$ cat src/rtl/lc3_ctrl_pkg.sv
// rtl/lc3_ctrl_pkg.sv - LC-3 control FSM state encoding, opcodes and datapath select encodings
//
// Purpose: shared types and constants for the LC-3 sequencer.
// Contents: state_t (5-bit state encoding), opcode constants, PCMUX/ADDR2MUX/ALUK
//           encodings, is_mem_state() helper.
package lc3_ctrl_pkg;

  // Numeric states keep their textbook numbers where they fit in 5 bits;
  // S32/S33/S35 and the pause/halt states take otherwise unused codes.
  typedef enum logic [4:0] {
    S00    = 5'd0,
    S01    = 5'd1,
    S32    = 5'd2,
    S33    = 5'd3,
    S04    = 5'd4,
    S05    = 5'd5,
    S06    = 5'd6,
    S07    = 5'd7,
    S35    = 5'd8,
    S09    = 5'd9,
    PAUSE1 = 5'd10,
    PAUSE2 = 5'd11,
    S12    = 5'd12,
    S16    = 5'd16,
    S18    = 5'd18,
    S21    = 5'd21,
    S22    = 5'd22,
    S23    = 5'd23,
    S25    = 5'd25,
    S27    = 5'd27,
    HALTED = 5'd31
  } state_t;

  localparam logic [3:0] OP_BR    = 4'b0000;
  localparam logic [3:0] OP_ADD   = 4'b0001;
  localparam logic [3:0] OP_JSR   = 4'b0100;
  localparam logic [3:0] OP_AND   = 4'b0101;
  localparam logic [3:0] OP_LDR   = 4'b0110;
  localparam logic [3:0] OP_STR   = 4'b0111;
  localparam logic [3:0] OP_NOT   = 4'b1001;
  localparam logic [3:0] OP_JMP   = 4'b1100;
  localparam logic [3:0] OP_PAUSE = 4'b1101;

  localparam logic [1:0] PCMUX_PC1   = 2'b00;
  localparam logic [1:0] PCMUX_BUS   = 2'b01;
  localparam logic [1:0] PCMUX_ADDER = 2'b10;

  localparam logic [1:0] ADDR2_ZERO   = 2'b00;
  localparam logic [1:0] ADDR2_SEXT6  = 2'b01;
  localparam logic [1:0] ADDR2_SEXT9  = 2'b10;
  localparam logic [1:0] ADDR2_SEXT11 = 2'b11;

  localparam logic [1:0] ALUK_ADD   = 2'b00;
  localparam logic [1:0] ALUK_AND   = 2'b01;
  localparam logic [1:0] ALUK_NOT   = 2'b10;
  localparam logic [1:0] ALUK_PASSA = 2'b11;

  // States that hold for MEM_WAIT cycles while the SRAM is strobed.
  function automatic logic is_mem_state(state_t s);
    return (s == S33) || (s == S25) || (s == S16);
  endfunction

endpackage

$ cat src/rtl/lc3_control_fsm_if.sv
// rtl/lc3_control_fsm_if.sv - LC-3 controller <-> datapath control bundle
//
// Purpose: groups the datapath status inputs (IR, BEN) and every datapath
//          control output of the sequencer.
// Modports: master = controller (drives controls, reads IR/BEN),
//           slave  = datapath (reads controls, drives IR/BEN).
interface lc3_control_fsm_if;
  logic [15:0] IR;
  logic        BEN;
  logic        LD_MAR, LD_MDR, LD_IR, LD_BEN, LD_CC, LD_REG, LD_PC;
  logic        GatePC, GateMDR, GateALU, GateMARMUX;
  logic [1:0]  PCMUX, ADDR2MUX, ALUK;
  logic        ADDR1MUX, DRMUX, SR1MUX, SR2MUX, MIO_EN;
  logic        Mem_OE, Mem_WE;

  modport master (
    input  IR, BEN,
    output LD_MAR, LD_MDR, LD_IR, LD_BEN, LD_CC, LD_REG, LD_PC,
    output GatePC, GateMDR, GateALU, GateMARMUX,
    output PCMUX, ADDR2MUX, ALUK,
    output ADDR1MUX, DRMUX, SR1MUX, SR2MUX, MIO_EN,
    output Mem_OE, Mem_WE
  );

  modport slave (
    output IR, BEN,
    input  LD_MAR, LD_MDR, LD_IR, LD_BEN, LD_CC, LD_REG, LD_PC,
    input  GatePC, GateMDR, GateALU, GateMARMUX,
    input  PCMUX, ADDR2MUX, ALUK,
    input  ADDR1MUX, DRMUX, SR1MUX, SR2MUX, MIO_EN,
    input  Mem_OE, Mem_WE
  );
endinterface

$ cat src/rtl/lc3_control_fsm_mem_wait_timer.sv
// rtl/lc3_control_fsm_mem_wait_timer.sv - SRAM access wait counter for the LC-3 sequencer
//
// Purpose: counts cycles spent in a memory state; done_o is high in the last
//          (MEM_WAIT-th) cycle so the FSM leaves on the following edge.
// Ports: Clk, Reset (async active-low), load_i (clear, asserted on entry to a
//        memory state), run_i (currently in a memory state), done_o.
module mem_wait_timer #(
  parameter int MEM_WAIT = 2
) (
  input  logic Clk,
  input  logic Reset,
  input  logic load_i,
  input  logic run_i,
  output logic done_o
);
  localparam int CW = (MEM_WAIT > 1) ? $clog2(MEM_WAIT) : 1;
  localparam logic [CW-1:0] LAST = CW'(MEM_WAIT - 1);

  logic [CW-1:0] cnt_q, cnt_d;

  assign done_o = run_i && (cnt_q == LAST);

  always_comb begin
    cnt_d = cnt_q;
    if (load_i)                 cnt_d = '0;
    else if (run_i && !done_o)  cnt_d = cnt_q + 1'b1;
  end

  always_ff @(posedge Clk or negedge Reset) begin
    if (!Reset) cnt_q <= '0;
    else        cnt_q <= cnt_d;
  end
endmodule

$ cat src/rtl/lc3_control_fsm.sv
// rtl/lc3_control_fsm.sv - LC-3 fetch/decode/execute control sequencer
//
// Purpose: Moore FSM driving every datapath control for ADD, AND, NOT, BR,
//          JMP, JSR, LDR, STR and PAUSE; times SRAM accesses via mem_wait_timer.
// Ports: Clk, Reset (async active-low), Run (start, HALTED only), Continue
//        (pause release), ctrl (IR/BEN in, all control outputs),
//        State_Dbg (current state encoding).
module lc3_control_fsm
  import lc3_ctrl_pkg::*;
#(
  parameter int MEM_WAIT = 2
) (
  input  logic                Clk,
  input  logic                Reset,
  input  logic                Run,
  input  logic                Continue,
  lc3_control_fsm_if.master   ctrl,
  output logic [4:0]          State_Dbg
);
  state_t state_q, state_d;
  logic   mem_done;

  mem_wait_timer #(.MEM_WAIT(MEM_WAIT)) u_timer (
    .Clk    (Clk),
    .Reset  (Reset),
    .load_i (is_mem_state(state_d) && !is_mem_state(state_q)),
    .run_i  (is_mem_state(state_q)),
    .done_o (mem_done)
  );

  always_ff @(posedge Clk or negedge Reset) begin
    if (!Reset) state_q <= HALTED;
    else        state_q <= state_d;
  end

  assign State_Dbg   = state_q;
  assign ctrl.SR2MUX = ctrl.IR[5];

  always_comb begin
    state_d = state_q;
    unique case (state_q)
      HALTED: if (Run) state_d = S18;
      S18:    state_d = S33;
      S33:    if (mem_done) state_d = S35;
      S35:    state_d = S32;
      S32: begin
        case (ctrl.IR[15:12])
          OP_ADD:   state_d = S01;
          OP_AND:   state_d = S05;
          OP_NOT:   state_d = S09;
          OP_BR:    state_d = S00;
          OP_JMP:   state_d = S12;
          OP_JSR:   state_d = S04;
          OP_LDR:   state_d = S06;
          OP_STR:   state_d = S07;
          OP_PAUSE: state_d = PAUSE1;
          default:  state_d = S18;
        endcase
      end
      S01, S05, S09, S12, S21, S22, S27: state_d = S18;
      S00:    state_d = ctrl.BEN ? S22 : S18;
      S04:    state_d = S21;
      S06:    state_d = S25;
      S25:    if (mem_done) state_d = S27;
      S07:    state_d = S23;
      S23:    state_d = S16;
      S16:    if (mem_done) state_d = S18;
      PAUSE1: if (Continue)  state_d = PAUSE2;
      PAUSE2: if (!Continue) state_d = S18;
      default: state_d = HALTED;
    endcase
  end

  always_comb begin
    ctrl.LD_MAR = 1'b0; ctrl.LD_MDR = 1'b0; ctrl.LD_IR  = 1'b0; ctrl.LD_BEN = 1'b0;
    ctrl.LD_CC  = 1'b0; ctrl.LD_REG = 1'b0; ctrl.LD_PC  = 1'b0;
    ctrl.GatePC = 1'b0; ctrl.GateMDR = 1'b0; ctrl.GateALU = 1'b0; ctrl.GateMARMUX = 1'b0;
    ctrl.PCMUX  = PCMUX_PC1; ctrl.ADDR2MUX = ADDR2_ZERO; ctrl.ALUK = ALUK_ADD;
    ctrl.ADDR1MUX = 1'b0; ctrl.DRMUX = 1'b0; ctrl.SR1MUX = 1'b0; ctrl.MIO_EN = 1'b0;
    ctrl.Mem_OE = 1'b1; ctrl.Mem_WE = 1'b1;
    unique case (state_q)
      S18: begin ctrl.GatePC = 1'b1; ctrl.LD_MAR = 1'b1; ctrl.LD_PC = 1'b1; end
      S33, S25: begin ctrl.Mem_OE = 1'b0; ctrl.MIO_EN = 1'b1; ctrl.LD_MDR = 1'b1; end
      S35: begin ctrl.GateMDR = 1'b1; ctrl.LD_IR = 1'b1; end
      S32: ctrl.LD_BEN = 1'b1;
      S01, S05, S09: begin
        ctrl.SR1MUX = 1'b1; ctrl.GateALU = 1'b1; ctrl.LD_REG = 1'b1; ctrl.LD_CC = 1'b1;
        ctrl.ALUK = (state_q == S01) ? ALUK_ADD : (state_q == S05) ? ALUK_AND : ALUK_NOT;
      end
      S22: begin ctrl.ADDR2MUX = ADDR2_SEXT9; ctrl.PCMUX = PCMUX_ADDER; ctrl.LD_PC = 1'b1; end
      S12: begin
        ctrl.SR1MUX = 1'b1; ctrl.ADDR1MUX = 1'b1; ctrl.PCMUX = PCMUX_ADDER; ctrl.LD_PC = 1'b1;
      end
      S04: begin ctrl.GatePC = 1'b1; ctrl.DRMUX = 1'b1; ctrl.LD_REG = 1'b1; end
      S21: begin ctrl.ADDR2MUX = ADDR2_SEXT11; ctrl.PCMUX = PCMUX_ADDER; ctrl.LD_PC = 1'b1; end
      S06, S07: begin
        ctrl.ADDR1MUX = 1'b1; ctrl.ADDR2MUX = ADDR2_SEXT6; ctrl.SR1MUX = 1'b1;
        ctrl.GateMARMUX = 1'b1; ctrl.LD_MAR = 1'b1;
      end
      S27: begin ctrl.GateMDR = 1'b1; ctrl.LD_REG = 1'b1; ctrl.LD_CC = 1'b1; end
      // STR source register is IR[11:9], so SR1MUX stays 0 and PASS-A forwards it.
      S23: begin ctrl.ALUK = ALUK_PASSA; ctrl.GateALU = 1'b1; ctrl.LD_MDR = 1'b1; end
      S16: ctrl.Mem_WE = 1'b0;
      default: ;
    endcase
  end
endmodule
$ cat src/flat_wrapper.sv
// flat-port wrapper written by rule: the top's interface ports become plain ports
module lc3_control_fsm_flat import lc3_ctrl_pkg::*;
#(
  parameter int MEM_WAIT = 2
)
  (Clk, Reset, Run, Continue, State_Dbg, ctrl_IR, ctrl_BEN, ctrl_LD_MAR, ctrl_LD_MDR, ctrl_LD_IR, ctrl_LD_BEN, ctrl_LD_CC, ctrl_LD_REG, ctrl_LD_PC, ctrl_GatePC, ctrl_GateMDR, ctrl_GateALU, ctrl_GateMARMUX, ctrl_PCMUX, ctrl_ADDR2MUX, ctrl_ALUK, ctrl_ADDR1MUX, ctrl_DRMUX, ctrl_SR1MUX, ctrl_SR2MUX, ctrl_MIO_EN, ctrl_Mem_OE, ctrl_Mem_WE);
  lc3_control_fsm_if ctrl_i ();
  input  logic Clk;
  input  logic Reset;
  input  logic Run;
  input  logic Continue;
  output logic [4:0] State_Dbg;
  input wire logic [$bits(ctrl_i.IR)-1:0] ctrl_IR;
  input wire logic [$bits(ctrl_i.BEN)-1:0] ctrl_BEN;
  output wire logic [$bits(ctrl_i.LD_MAR)-1:0] ctrl_LD_MAR;
  output wire logic [$bits(ctrl_i.LD_MDR)-1:0] ctrl_LD_MDR;
  output wire logic [$bits(ctrl_i.LD_IR)-1:0] ctrl_LD_IR;
  output wire logic [$bits(ctrl_i.LD_BEN)-1:0] ctrl_LD_BEN;
  output wire logic [$bits(ctrl_i.LD_CC)-1:0] ctrl_LD_CC;
  output wire logic [$bits(ctrl_i.LD_REG)-1:0] ctrl_LD_REG;
  output wire logic [$bits(ctrl_i.LD_PC)-1:0] ctrl_LD_PC;
  output wire logic [$bits(ctrl_i.GatePC)-1:0] ctrl_GatePC;
  output wire logic [$bits(ctrl_i.GateMDR)-1:0] ctrl_GateMDR;
  output wire logic [$bits(ctrl_i.GateALU)-1:0] ctrl_GateALU;
  output wire logic [$bits(ctrl_i.GateMARMUX)-1:0] ctrl_GateMARMUX;
  output wire logic [$bits(ctrl_i.PCMUX)-1:0] ctrl_PCMUX;
  output wire logic [$bits(ctrl_i.ADDR2MUX)-1:0] ctrl_ADDR2MUX;
  output wire logic [$bits(ctrl_i.ALUK)-1:0] ctrl_ALUK;
  output wire logic [$bits(ctrl_i.ADDR1MUX)-1:0] ctrl_ADDR1MUX;
  output wire logic [$bits(ctrl_i.DRMUX)-1:0] ctrl_DRMUX;
  output wire logic [$bits(ctrl_i.SR1MUX)-1:0] ctrl_SR1MUX;
  output wire logic [$bits(ctrl_i.SR2MUX)-1:0] ctrl_SR2MUX;
  output wire logic [$bits(ctrl_i.MIO_EN)-1:0] ctrl_MIO_EN;
  output wire logic [$bits(ctrl_i.Mem_OE)-1:0] ctrl_Mem_OE;
  output wire logic [$bits(ctrl_i.Mem_WE)-1:0] ctrl_Mem_WE;
  assign ctrl_i.IR = ctrl_IR;
  assign ctrl_i.BEN = ctrl_BEN;
  assign ctrl_LD_MAR = ctrl_i.LD_MAR;
  assign ctrl_LD_MDR = ctrl_i.LD_MDR;
  assign ctrl_LD_IR = ctrl_i.LD_IR;
  assign ctrl_LD_BEN = ctrl_i.LD_BEN;
  assign ctrl_LD_CC = ctrl_i.LD_CC;
  assign ctrl_LD_REG = ctrl_i.LD_REG;
  assign ctrl_LD_PC = ctrl_i.LD_PC;
  assign ctrl_GatePC = ctrl_i.GatePC;
  assign ctrl_GateMDR = ctrl_i.GateMDR;
  assign ctrl_GateALU = ctrl_i.GateALU;
  assign ctrl_GateMARMUX = ctrl_i.GateMARMUX;
  assign ctrl_PCMUX = ctrl_i.PCMUX;
  assign ctrl_ADDR2MUX = ctrl_i.ADDR2MUX;
  assign ctrl_ALUK = ctrl_i.ALUK;
  assign ctrl_ADDR1MUX = ctrl_i.ADDR1MUX;
  assign ctrl_DRMUX = ctrl_i.DRMUX;
  assign ctrl_SR1MUX = ctrl_i.SR1MUX;
  assign ctrl_SR2MUX = ctrl_i.SR2MUX;
  assign ctrl_MIO_EN = ctrl_i.MIO_EN;
  assign ctrl_Mem_OE = ctrl_i.Mem_OE;
  assign ctrl_Mem_WE = ctrl_i.Mem_WE;
  lc3_control_fsm #(.MEM_WAIT(MEM_WAIT)) u_core (.Clk(Clk), .Reset(Reset), .Run(Run), .Continue(Continue), .ctrl(ctrl_i), .State_Dbg(State_Dbg));
endmodule
$ cat config.mk
export PLATFORM = sky130hd
export DESIGN_NAME = lc3_control_fsm_flat
export DESIGN_NICKNAME = d
export VERILOG_FILES = /design/src/rtl/lc3_ctrl_pkg.sv /design/src/rtl/lc3_control_fsm_if.sv /design/src/rtl/lc3_control_fsm_mem_wait_timer.sv /design/src/rtl/lc3_control_fsm.sv /design/src/flat_wrapper.sv
export SDC_FILE = /design/constraint.sdc
export NUM_CORES = 1
export LEC_CHECK = 0
export CORE_ASPECT_RATIO = 1.75
export CORE_UTILIZATION = 45
export CTS_CLUSTER_DIAMETER = 60
export DETAILED_ROUTE_END_ITERATION = 16
export HOLD_SLACK_MARGIN = 0.15
export PLACE_DENSITY = 0.92
export SETUP_SLACK_MARGIN = 0.5
export SLEW_MARGIN = 20
export SYNTH_ARGS = -nofsm -noshare
export SYNTH_HDL_FRONTEND = slang
export SYNTH_SLANG_ARGS = --single-unit
$ cat constraint.sdc
create_clock -name Clk -period 4.7 [get_ports Clk]
set_input_delay 0.94 -clock Clk [delete_from_list [all_inputs] [get_ports Clk]]
set_output_delay 0.94 -clock Clk [all_outputs]
set_load 0.01 [all_outputs]
==> results.cfg <==
[run_status]
outcome = complete, no violations

[drt]
wl_mm = 3.17
wire_per_inst_um = 15.1
vias = 1274
drt_iter0_markers = 51
drt_first_pass_iters = 4
via_per_inst = 6.07
drc = 0
ant_nets = 0

[cts]
clk_pin_slew_worst_paths_ns = 0.04
htree_levels = 1
cts_sinks = 6
cts-root-buf = clkbuf_8
cts_max_path_buffers = 2
cts_tree = done
holdBufCountCts = 0
cts_buffers = 3
cts_setup_buffers = 0
clkLatencyLatePin_ns = 0.22
post_cts_resized = 0

[grt]
grt-ovfl-total = 0
grt-busiest-layer = met2
grt_pass1_vias = 1180
track_usage_pct = 26.6
use_met1_pct = 31.0
grt_pass1_wl_mm = 5.15
gr-usage-met3_pct = 0
grt_max_degree = 34
antenna_found_initial = 0
use_met2_pct = 47.9

[sta]
rsz0062_at_grt = no
slew-limit-headroom_pct = 63.3
fmax_mhz = 303
hold_violations = 0
drv_slew = 0
tightest_slew_ns = 0.551
setup_violations = 0
fin_crit_ns = 3.30
period_share_pct = 70.2
finalSetupTns_ns = 0
final.setup_skew_ns = 0.00377

[logic_synthesis]
synthMuxAreaShare_pct = 2.74
synth_fa_ha_area_share_pct = 0
synth_area_um2 = 1090
synth-edff-count = 0
synth_xor_area_share_pct = 2.40
synth_compound_area_share_pct = 32.5
netlist.area_leader.share_pct = 12.0
syn_avg_cell_area_um2 = 6.80
yosys-top-cells-count = nand2_1 (20), nor2_1 (20), a21oi_1 (11), nand2b_1 (11), o21ai_0 (8)
synth_flop_cell = dfstp_2
synthSimpleGateAreaFrac_pct = 37.7
synthArstFlopShare_pct = 100
ys_seq_area_share_pct = 14.3
synth_top_family_by_area = simple AND/OR/NAND/NOR gates
synthesis.nets = 182
synth-seq-cells = 6
synth_area_leaders = dfstp_2 (12%), nand2_1 (6.9%), nor2_1 (6.9%)
ys_types = 51
ys_warn_count = 0
yosysTopAreaCell = dfstp_2
syn_inst = 161

[critical_path]
worstPathArrival_ns = 2.36
crit_slowest_cell = dfstp_2
critical_path_class = reg2out
critical_path_required_ns = 3.76
cpMostUsedCell = or2_2
crit_chain = or2_2 -> nand2_1 -> and3_1 -> or2_2 -> clkdlybuf4s50_1
path_max_fanout = 31
endpoint_kind = output port
critPathLaunchType = flip-flop
critPathMaxStageDelay_ns = 0.86

[layout]
drive_gt1_share_pct = 10.3
nNetsFinal = 207
fillers = 216
fin_area_um2 = 1430
syn_to_final_growth_pct = 31.0
num_antenna_cells = 0

[power]
internal_power_uw = 541
power_switching_uw = 555
ir_worst_vdd_v = 0.000572
powerDensity_nw_per_um2 = 764
pwr-share-clk_pct = 7.2
combPwrFrac_pct = 69.1
p_seq_share_pct = 23.7
p_total_uw = 1100
swShare_pct = 50.6
p_leak_uw = 0.000539

[flow_run]
maxCapViolCount = 0

[floorplanning]
io_pins = 50
coreArea_um2 = 2300
fp.dieW_um = 39.3
rows = 23
start_util_pct = 47.6
die_h_um = 67.3
design.die.area_um2 = 2640

[min_path]
hold_class = reg2reg

[place]
gp_congestion = 0.939
portBuffers = 35
placed_area_um2 = 1390
hpwl_mm = 2.36
[critical path, delay by kind of cell (launching register included)]
family                 cells  cell delay (ns)
buffers and inverters      1             0.48
AND/OR/NAND/NOR            4             0.79
flip-flops                 1             0.86
[flip-flops by register name, indices dropped and copies added (netlist names)]
name                  cells
u_core.State_Dbg          5
u_core.u_timer.cnt_q      1
[area by class of cell]
cell class              count  area [um^2]  share of cell area, %
well taps                  25         31.3                   2.18
repair buffers             35          350                   24.4
multi-input cells         134          828                   57.8
clock buffers               4         45.0                   3.14
flip-flops and latches      6          156                   10.9
inverters                   6         22.5                   1.57
[path summary, 6_finish.rpt]
path	start	cells after the start	slack, ns	to
hold reg to reg	u_core.u_timer.cnt_q	4	0.84	u_core.u_timer.cnt_q
setup / recovery	u_core.State_Dbg[4]	5	1.40	ctrl_LD_REG
hold / removal	u_core.u_timer.cnt_q	4	0.84	u_core.u_timer.cnt_q
min in group asynchronous	Reset	1	0.94	u_core.u_timer.cnt_q
max in group asynchronous	Reset	1	3.50	u_core.State_Dbg[1]
setup reg to reg	u_core.State_Dbg[1]	7	2.31	u_core.u_timer.cnt_q
[cell families after synthesis]
logic type	Yosys count
and+or+nand+nor	77
AOI/OAI and AO/OA	50
buffers and inverters	21
DFF	6
xor gates and xnor gates	3
muxes	3
other	1
[power by group through the flow]
stage          logic (uW)  clock network, uW  registers (uW)
2_1_floorplan         625                  0             136
3_3_place_gp          723                  0             252
3_5_place_dp          752                  0             254
4_1_cts               755               81.9             253
5_1_grt               828               83.5             277
6_report              757               79.4             259
[cell usage in the layout, fill, tap and decap left out, drive strengths merged, types with 5 or more instances in the layout]
cell and count:
o21ai 10, dfstp 5, nand2 20, nand2b 12, inv 6, nor2 20, clkdlybuf4s50 35, a21oi 11
a211oi 6
[through the flow]
stage | std cells | setup slack (ns) | util [%] | hold WS, ns
after floorplan | 161 | 1.94 | - | 0.644
after global placement | 206 | 1.70 | 60.3 | 0.823
after detailed placement | 206 | 1.67 | 60.3 | 0.822
after CTS | 210 | 1.43 | 62.3 | 0.831
after global routing | 210 | 1.32 | 62.3 | 0.892
final | 210 | 1.40 | 62.3 | 0.842
[routing by layer]
metal / part of all wire (%) / routed length [um]
met1: 38 / 1200
met2: 56 / 1770
met3: 3.2 / 101
met4: 2.9 / 93
met5: 0 / 0
Power figures use the tool's default switching activity.
